--- src/rtl/mem_access_stage.sv ---
// Pipeline memory-access stage: passes ALU results through or performs one data-memory access with timeout.
// Optional MEM_ALIGN_CHECK_EN macro enables misaligned half/word detection (align_exc).
module mem_access_stage #(
  parameter int REG_ADDR_W  = 5,
  parameter int ACK_TIMEOUT = 16
) (
  input  logic                  clk,
  input  logic                  rst,
  input  logic                  ex_valid,
  output logic                  ex_ready,
  input  logic [REG_ADDR_W-1:0] ex_wd,
  input  logic                  ex_wreg,
  input  logic [31:0]           ex_wdata,
  input  logic [3:0]            ex_memop,
  input  logic [31:0]           ex_sdata,
  output logic                  dm_req,
  output logic                  dm_we,
  output logic [31:0]           dm_addr,
  output logic [3:0]            dm_sel,
  output logic [31:0]           dm_wdata,
  input  logic                  dm_ack,
  input  logic [31:0]           dm_rdata,
  output logic                  wb_valid,
  output logic [REG_ADDR_W-1:0] wd_o,
  output logic                  wreg_o,
  output logic [31:0]           wdata_o,
  output logic                  stall_req,
  output logic                  bus_err,
  output logic                  align_exc
);

  typedef enum logic {S_IDLE, S_ACCESS} state_t;

  localparam logic [3:0] OP_LB = 4'd1, OP_LBU = 4'd2, OP_LH = 4'd3, OP_LHU = 4'd4,
                         OP_LW = 4'd5, OP_SB  = 4'd6, OP_SH = 4'd7, OP_SW  = 4'd8;
  localparam logic [7:0] LP_LAST_CNT = 8'(ACK_TIMEOUT - 1);

  state_t                r_state, w_next;
  logic [7:0]            r_cnt;
  logic [3:0]            r_memop;
  logic [1:0]            r_a;
  logic [REG_ADDR_W-1:0] r_cap_wd;
  logic                  r_cap_wreg;
  logic [31:0]           r_cap_wdata;

  logic                  r_dm_req, r_dm_we, r_wb_valid, r_wreg, r_bus_err;
  logic [31:0]           r_dm_addr, r_dm_wdata, r_wdata;
  logic [3:0]            r_dm_sel;
  logic [REG_ADDR_W-1:0] r_wd;

  logic [1:0]  w_a;
  logic        w_is_load, w_is_store, w_is_byte, w_is_half, w_is_word, w_misaligned;
  logic        w_start, w_pass, w_ack, w_timeout;
  logic [3:0]  w_sel;
  logic [31:0] w_sdata, w_ldata;
  logic [7:0]  w_rbyte;
  logic [15:0] w_rhalf;

  assign w_a        = ex_wdata[1:0];
  assign w_is_load  = (ex_memop >= OP_LB) && (ex_memop <= OP_LW);
  assign w_is_store = (ex_memop >= OP_SB) && (ex_memop <= OP_SW);
  assign w_is_byte  = (ex_memop == OP_LB) || (ex_memop == OP_LBU) || (ex_memop == OP_SB);
  assign w_is_half  = (ex_memop == OP_LH) || (ex_memop == OP_LHU) || (ex_memop == OP_SH);
  assign w_is_word  = (ex_memop == OP_LW) || (ex_memop == OP_SW);

`ifdef MEM_ALIGN_CHECK_EN
  assign w_misaligned = (w_is_half && w_a[0]) || (w_is_word && (w_a != 2'b00));
`else
  assign w_misaligned = 1'b0;
`endif

  assign w_start   = (r_state == S_IDLE) && ex_valid && (w_is_load || w_is_store) && !w_misaligned;
  assign w_pass    = (r_state == S_IDLE) && ex_valid && !w_start;
  assign w_ack     = (r_state == S_ACCESS) && dm_ack;
  assign w_timeout = (r_state == S_ACCESS) && !dm_ack && (r_cnt == LP_LAST_CNT);

  // NOTE: every always_comb output gets a default first so no path can infer a latch.
  always_comb begin
    w_sel   = 4'b1111;
    w_sdata = ex_sdata;
    if (w_is_byte) begin
      w_sel   = 4'b0001 << w_a;
      w_sdata = {4{ex_sdata[7:0]}};
    end else if (w_is_half) begin
      w_sel   = w_a[1] ? 4'b1100 : 4'b0011;
      w_sdata = {2{ex_sdata[15:0]}};
    end
  end

  // Load formatting uses the address bits captured on ACCESS entry.
  assign w_rbyte = dm_rdata[{r_a, 3'b000} +: 8];
  assign w_rhalf = r_a[1] ? dm_rdata[31:16] : dm_rdata[15:0];

  always_comb begin
    w_ldata = dm_rdata;
    case (r_memop)
      OP_LB:   w_ldata = {{24{w_rbyte[7]}}, w_rbyte};
      OP_LBU:  w_ldata = {24'd0, w_rbyte};
      OP_LH:   w_ldata = {{16{w_rhalf[15]}}, w_rhalf};
      OP_LHU:  w_ldata = {16'd0, w_rhalf};
      default: w_ldata = dm_rdata;
    endcase
  end

  always_comb begin
    w_next = r_state;
    case (r_state)
      S_IDLE:   if (w_start) w_next = S_ACCESS;
      S_ACCESS: if (w_ack || w_timeout) w_next = S_IDLE;
      default:  w_next = S_IDLE;
    endcase
  end

  // NOTE: sequential state uses non-blocking assignments so every register samples pre-edge values.
  always_ff @(posedge clk or negedge rst) begin
    if (!rst) r_state <= S_IDLE;
    else      r_state <= w_next;
  end

  always_ff @(posedge clk or negedge rst) begin
    if (!rst) begin
      r_cnt       <= 8'd0;
      r_memop     <= 4'd0;
      r_a         <= 2'd0;
      r_cap_wd    <= '0;
      r_cap_wreg  <= 1'b0;
      r_cap_wdata <= 32'd0;
      r_dm_req    <= 1'b0;
      r_dm_we     <= 1'b0;
      r_dm_addr   <= 32'd0;
      r_dm_sel    <= 4'd0;
      r_dm_wdata  <= 32'd0;
      r_wb_valid  <= 1'b0;
      r_wd        <= '0;
      r_wreg      <= 1'b0;
      r_wdata     <= 32'd0;
      r_bus_err   <= 1'b0;
    end else begin
      r_wb_valid <= 1'b0;
      r_bus_err  <= 1'b0;
      if (w_pass) begin
        r_wb_valid <= 1'b1;
        r_wd       <= ex_wd;
        r_wreg     <= ex_wreg && !w_misaligned;
        r_wdata    <= ex_wdata;
      end
      if (w_start) begin
        r_cnt       <= 8'd0;
        r_memop     <= ex_memop;
        r_a         <= w_a;
        r_cap_wd    <= ex_wd;
        r_cap_wreg  <= ex_wreg;
        r_cap_wdata <= ex_wdata;
        r_dm_req    <= 1'b1;
        r_dm_we     <= w_is_store;
        r_dm_addr   <= {ex_wdata[31:2], 2'b00};
        r_dm_sel    <= w_sel;
        r_dm_wdata  <= w_sdata;
      end else if (r_state == S_ACCESS && !dm_ack) begin
        r_cnt <= r_cnt + 8'd1;
      end
      if (w_ack || w_timeout) begin
        r_dm_req   <= 1'b0;
        r_dm_we    <= 1'b0;
        r_wb_valid <= 1'b1;
        r_wd       <= r_cap_wd;
        r_wreg     <= 1'b0;
        r_wdata    <= r_cap_wdata;
        r_bus_err  <= w_timeout;
        if (w_ack && (r_memop <= OP_LW)) begin
          r_wreg  <= r_cap_wreg;
          r_wdata <= w_ldata;
        end
      end
    end
  end

`ifdef MEM_ALIGN_CHECK_EN
  logic r_align_exc;
  always_ff @(posedge clk or negedge rst) begin
    if (!rst) r_align_exc <= 1'b0;
    else      r_align_exc <= w_pass && w_misaligned;
  end
  assign align_exc = r_align_exc;
`else
  assign align_exc = 1'b0;
`endif

  assign ex_ready  = (r_state == S_IDLE);
  assign stall_req = (r_state == S_ACCESS);
  assign dm_req    = r_dm_req;
  assign dm_we     = r_dm_we;
  assign dm_addr   = r_dm_addr;
  assign dm_sel    = r_dm_sel;
  assign dm_wdata  = r_dm_wdata;
  assign wb_valid  = r_wb_valid;
  assign wd_o      = r_wd;
  assign wreg_o    = r_wreg;
  assign wdata_o   = r_wdata;
  assign bus_err   = r_bus_err;

endmodule

--- config.mk ---
export PLATFORM = sky130hd
export DESIGN_NAME = mem_access_stage
export DESIGN_NICKNAME = d
export VERILOG_FILES = /design/src/rtl/mem_access_stage.sv
export SDC_FILE = /design/constraint.sdc
export NUM_CORES = 1
export LEC_CHECK = 0
export CAP_MARGIN = 20
export CORE_MARGIN = 2
export CORE_UTILIZATION = 40
export CTS_BUF_LIST = sky130_fd_sc_hd__clkbuf_2 sky130_fd_sc_hd__clkbuf_4 sky130_fd_sc_hd__clkbuf_8
export DETAILED_ROUTE_END_ITERATION = 8
export PLACE_DENSITY = 0.76
export SLEW_MARGIN = 0
export SYNTH_ARGS = -nofsm -noshare
export SYNTH_HDL_FRONTEND = slang
export SYNTH_SLANG_ARGS = --single-unit
export TNS_END_PERCENT = 20
--- constraint.sdc ---
create_clock -name clk -period 2.5 [get_ports clk]
set_input_delay 0.375 -clock clk [delete_from_list [all_inputs] [get_ports clk]]
set_output_delay 0.375 -clock clk [all_outputs]
set_load 0.005 [all_outputs]
==> results of run 1 <==
[flip-flops by register name, indices dropped and copies added (netlist names)]
register,flops
bus_err,1
dm_wdata,32
r_memop,4
wd_o,5
r_cap_wdata,31
wb_valid,1
r_a,1
r_cap_wreg,1
r_cap_wd,5
r_cnt,8
wdata_o,32
dm_req,1
wreg_o,1
stall_req,1
dm_we,1
dm_sel,4
[worst paths after layout]
kind                              from     endpoint  slack (ns)  depth (start not counted)
setup / recovery            r_memop[2]   wdata_o[2]        0.40                          5
max in group asynchronous          rst     r_cnt[6]        1.26                          3
setup reg to reg            r_memop[2]   wdata_o[2]        0.40                          5
min in group clk           dm_wdata[2]  dm_wdata[2]        0.48                          2
hold reg to reg            dm_wdata[2]  dm_wdata[2]        0.48                          2
hold / removal                     rst      wd_o[1]        0.48                          2
[timing repair]
action                     CTS  global route
resized for setup            0             1
hold endpoints to repair    61             0
setup endpoints to repair    0             7
hold buffers                 1             0
[area by class of cell]
class / instances / area share, %
tap: 216 / 2.80
inverter: 5 / 0.195
clock buffer: 22 / 2.95
timing repair buffer: 262 / 27.2
sequential: 129 / 33.5
multi-input combinational: 542 / 31.8
clock inverter: 10 / 1.64
[routing by layer]
metal,vias up,global-route usage (%)
met5,-,0
met4,0,8.76
met3,41,7.06
met2,311,40.5
met1,3182,33.1
li1,3010,-
[synthesized netlist by cell type, drive strengths merged, types with 4 or more instances]
cell type	number
nor2b	4
a21o	15
a32oi	13
o21a	7
mux2i	23
clkbuf	30
buf	22
nand2b	5
and3	4
a211oi	9
nand2	218
a31oi	9
a21oi	41
inv	5
o22ai	13
a22o	4
nor2	40
dfrtp	129
xnor2	4
o21ai	39
nor3	20
o221ai	13
mux2	8
a221o	10
[kinds of logic after synthesis]
| kind of cell | share of synthesized area, % |
|---|---|
| AO/OA/AOI/OAI | 20.3 |
| XOR/XNOR | 0.941 |
| other | 0.0576 |
| multiplexers | 5.26 |
| buffers and inverters | 4.05 |
| flip-flops | 49.6 |
| adder cells (fa/ha/maj) | 0.192 |
| AND/OR/NAND/NOR | 19.7 |
[power groups by stage]
stage                     sequential (mW)  combinational (mW)  clock (mW)
after global routing                 3.08                2.99        2.14
after global placement               3.04                2.70           0
after CTS                            3.01                2.75        2.06
final                                3.02                2.75        2.03
after detailed placement             3.04                2.75           0
after floorplan                      2.99                1.11           0
[cells in the final DEF, fill, tap and decap left out, drive strengths merged, types with 10 or more instances in the layout]
| cell type | count |
|---|---|
| a21o | 15 |
| a21oi | 41 |
| a221o | 10 |
| a32oi | 13 |
| buf | 43 |
| clkbuf | 22 |
| clkdlybuf4s50 | 218 |
| dfrtp | 129 |
| mux2i | 23 |
| nand2 | 218 |
| nor2 | 40 |
| nor3 | 20 |
| o21ai | 39 |
| o221ai | 13 |
| o22ai | 13 |
[per-stage QoR]
step | total power, mW | TNS, ns | util [%] | area [um2] | setup slack (ns)
detailed placement | 5.79 | -1.29 | 57.8 | 9180 | -0.260
global placement | 5.74 | -0.516 | 57.8 | 9180 | -0.104
CTS | 7.83 | 0 | 60.6 | 9630 | 0.0887
global route | 8.21 | 0 | 60.7 | 9640 | 0.244
floorplan | 4.10 | 0 | - | 6520 | 0.496
finish | 7.80 | 0 | 60.7 | 9640 | 0.396
==> flow_summary_export.csv, run 1 <==
group,metric,value,unit
status,outcome,"complete, no violations",
worst_hold_path,hold_path.class,"input port to async pin",
clock_tree,cts_inserted_buffers,17,
finish,final-seq-area,0.00323,mm2
route,dr.first_iter.drc_count,552,
route,dr_wl_met3,1780,um
clock_tree,cts.sinks,129,
pwr,power.internal,5.35,mW
timing,max_slew_margin,58.7,%
logic_synthesis,syn-instance-count,726,
route,wl_per_cell,18.2,um
timing,finalCriticalPeriod,2.10,ns
route,met1_length,9130,um
floorplan,rows,46,
logic_synthesis,ys_types,60,
finish,fin_nets,1068,
setup_path,start_kind,"flip-flop",
logic_synthesis,synth-edff-count,0,
placement,io_buffers,219,
logic_synthesis,synth-main-ff-cell,"dfrtp_1",
floorplan,die_area,0.0173,mm2
clock_tree,clockRootBuffer,"clkbuf_8",
timing,holdWs,0.477,ns
clock_tree,clk_latency,0.46,ns
logic_synthesis,synth.top_cell.area_share,49.6,%
clock_tree,clk_pin_slew,0.07,ns
clock_tree,cts_tree,"built",
logic_synthesis,ys.warnings.count,0,
logic_synthesis,synth-async-reset-ratio,100,%
setup_path,cp.arrival,2.48,ns
setup_path,path_max_fanout,16,
setup_path,end_kind,"flip-flop",
logic_synthesis,yosysTopAreaCell,"dfrtp_1",
pwr,clkPwrFrac,26.0,%
route,antenna_left,0,
placement,place_congestion,0.885,
grt,grt_usage,25.3,%
route,first_pass_iters,5,
setup_path,critical-path-slowest-cell,"dfrtp_1",
timing,hold_viol,0,
route,top_layer,"met4",
grt,grt_start_max_net_pins,64,
setup_path,crit_type,"flip-flop to flip-flop",
logic_synthesis,synth-seq-cells,129,
setup_path,cp_num_buf_inv,0,
pwr,ir_drop,0.371,mV
timing,worst_slew_pin_slew,0.620,ns
logic_synthesis,avgSynthCellArea,8.97,um2
floorplan,fp.dieW,132,um
grt,grt_overflow_total,0,
finish,n_fill_cell,1392,
route,drc,0,
route,vias,6544,
job,max_cap_viol_count,0,
setup_path,crit_family,"simple AND/OR/NAND/NOR gates",
pwr,power.density,809,mW/mm2
finish,stdcell_count,1186,
timing,rsz0062_at_grt,"false",
timing,setup_viol,0,
finish,drive_gt1_share,10.1,%
route,wirelength,21600,um
logic_synthesis,syn_area,0.00651,mm2
placement,dpl.hpwl,15500,um
floorplan,coreArea,0.0159,mm2
timing,report.final.slew_viol_count,0,
clock_tree,htree_levels,4,
logic_synthesis,seq_area_frac_synth,49.6,%
clock_tree,cts_setup_buffers,0,
logic_synthesis,synthTopCellsByArea,"dfrtp_1, nand2_1, mux2i_1",
setup_path,crit_chain,"or4bb_1, o31a_1, nor3_1, o221ai_1, a32oi_1",
finish,multi_input_area,0.00306,mm2
floorplan,start_util,41.0,%
finish,num_antenna_cells,0,
placement,dp.cells,1153,
grt,grt_pass1_vias,6305,
pwr,switchingPower,2.45,mW
grt,antenna_found_initial,0,
finish,area.growth.synth_to_final,48.0,%
pwr,p_comb_share,35.3,%
pwr,pwr-share-seq,38.7,%
floorplan,die_h,132,um
timing,timing.final.crit_share,84.2,%
route,via_per_inst,5.52,
route,route.met2.wl,10200,um
timing,clock_skew,0.0125,ns
setup_path,critical-path-max-stage-delay,0.67,ns
clock_tree,clk_path_buf_depth,2,
grt,grt_pass1_wl,34800,um
pwr,swShare,31.4,%
setup_path,cp_data_required_time,2.87,ns
pwr,leakage,4.24,nW
timing,fmax,475,MHz
floorplan,num_io_pins,223,
Note: power is estimated with default switching activity, not from simulation.
==> inputs of run 2 (changes only) <==
Clock period 2.5 ns to 1.96 ns, I/O delays scaled along.
==> run 2 against run 1 <==
  * The flow now finishes with violations (setup timing)
  * Utilization rose by 2.6 points
  * Clock power rose by 27%
  * Non-clock buffer count rose by 35
  * Critical path type unchanged
  * Clock skew decreased by 0.00051 ns
  * Global-route usage up 0.22 points
  * Sequential power increased by 26%
  * Combinational power increased by 36%
==> flow_summary_export.csv, run 2 (same netlist as run 1, synthesis figures left out) <==
group,metric,value,unit
setup_path,crit_type,"flip-flop to flip-flop",
grt,grt_use_met2,42.3,%
timing,fmax,495,MHz
placement,io_buffers,219,
clock_tree,htree_levels,4,
grt,grt_pass1_vias,6659,
route,dr.first_iter.drc_count,569,
route,via_per_inst,5.42,
grt,gr-max-usage-layer,"met2",
pwr,power.internal,6.87,mW
timing,fin_ws,-0.0585,ns
grt,antenna_found_initial,0,
grt,grt_usage,25.6,%
timing,rsz0062_at_grt,"true",
clock_tree,clk_path_buf_depth,2,
clock_tree,clk_pin_slew,0.08,ns
pwr,swShare,32.1,%
floorplan,rows,46,
finish,num_antenna_cells,0,
status,outcome,"complete, but fails checks",
floorplan,start_util,41.0,%
route,antenna_left,0,
timing,finalCriticalPeriod,2.02,ns
pwr,ir_drop,0.447,mV
clock_tree,cts_tree,"built",
setup_path,cp.arrival,2.34,ns
floorplan,coreArea,0.0159,mm2
finish,final_cell_mix,"nand2_1, clkdlybuf4s50_1, dfrtp_1",
pwr,pwr-share-seq,37.7,%
grt,met3_usage,7.72,%
timing,report.final.slew_viol_count,0,
pwr,p_comb_share,36.8,%
job,max_cap_viol_count,0,
placement,post-place-ws,-0.663,ns
pwr,power.density,1010,mW/mm2
placement,place_congestion,0.929,
placement,dp.cells,1188,
timing,clock_skew,0.0120,ns
floorplan,die_area,0.0173,mm2
finish,stdcell_count,1222,
floorplan,num_io_pins,223,
clock_tree,clockRootBuffer,"clkbuf_8",
grt,grt_start_max_net_pins,47,
timing,fin_tns_setup,-0.374,ns
route,vias,6624,
status,violations,"setup timing",
route,wl_per_cell,18.0,um
timing,timing.final.crit_share,103,%
clock_tree,cts.sinks,129,
grt,grt_overflow_total,0,
placement,dpl.hpwl,16300,um
pwr,clkPwrFrac,25.4,%
clock_tree,clk_latency,0.45,ns
timing,max_slew_margin,59.4,%
worst_hold_path,hold_path.class,"input port to async pin",
pwr,fin_total_pwr,10.1,mW
grt,grtUsageMet1,32.0,%
grt,grt_pass1_wl,35500,um
clock_tree,cts_inserted_buffers,17,
floorplan,fp.dieW,132,um
route,drc,0,
timing,worst_slew_pin_slew,0.608,ns
route,wirelength,22000,um
pwr,switchingPower,3.25,mW
finish,drive_gt1_share,14.5,%
floorplan,die_h,132,um
setup_path,cp_data_required_time,2.28,ns
setup_path,path_max_fanout,11,
clock_tree,cts_setup_buffers,0,
setup_path,start_kind,"flip-flop",
finish,n_fill_cell,1375,
finish,fin_nets,1104,
finish,final_util,63.3,%
route,first_pass_iters,5,
timing,hold_viol,0,
pwr,leakage,4.44,nW
timing,setup_viol,10,
setup_path,end_kind,"flip-flop",
setup_path,r2r_cells,6,
finish,area.growth.synth_to_final,54.3,%
run 2: cell count changes in the layout (fill, tap and decap cells not counted), sizes merged:
cell	before	now
clkinvlp	0	4
inv	5	7
clkbuf	22	17
buf	43	78
run 2: layout make-up:
type                    instances  area [um2]  share of cell area, %
clock inverters                15         209                   2.08
repair buffers                297        2960                   29.5
multi-input cells             542        3120                   31.0
flip-flops and latches        129        3230                   32.1
clock buffers                  17         234                   2.33
repair inverters                1        7.51                 0.0747
well taps                     216         270                   2.69
inverters                       5        18.8                  0.187
run 2: layer usage:
metal,routed length (um),vias up
met5,0,-
met4,524,0
met3,2020,39
met2,10600,312
met1,8860,3183
li1,-,3090
run 2: path summary, 6_finish.rpt:
check	slack, ns	from	endpoint
worst max-delay path	-0.06	r_cap_wdata[1]	wdata_o[31]
max in group asynchronous	1.03	rst	bus_err
worst min register to register	0.48	dm_wdata[1]	dm_wdata[1]
worst min-delay path	0.33	rst	wdata_o[11]
min in group clk	0.40	ex_wd[2]	r_cap_wd[2]
worst max register to register	-0.06	r_cap_wdata[1]	wdata_o[31]
run 2: stage by stage:
stage | hold slack [ns] | cell area [um2]
2_1_floorplan | -0.00159 | 6520
3_3_place_gp | 0.238 | 9520
3_5_place_dp | 0.243 | 9520
4_1_cts | 0.317 | 9980
5_1_grt | 0.357 | 10100
6_report | 0.327 | 10100
run 2: worst max-delay path: stages, from the launching register on:
cell     delay [ns]
dfrtp_1        0.44
mux4_2         0.58
or2_4          0.26
a21oi_4        0.14
buf_12         0.14
a21oi_1        0.06
a221o_1        0.27
run 2: what timing repair did:
| item | in CTS | in global routing |
|---|---|---|
| cloned | 0 | 1 |
| endpoints found under the hold margin | 40 | 0 |
| pin swaps | 1 | 3 |
| endpoints found under the setup margin | 20 | 33 |
| hold buffers | 1 | 0 |
| gates resized for setup | 2 | 15 |
run 2: power groups by stage:
stage / clock network [mW] / logic, mW / registers [mW]
2_1_floorplan: 0 / 1.41 / 3.81
3_3_place_gp: 0 / 3.61 / 3.84
3_5_place_dp: 0 / 3.68 / 3.85
4_1_cts: 2.62 / 3.70 / 3.81
5_1_grt: 2.73 / 4.05 / 3.91
6_report: 2.57 / 3.73 / 3.82
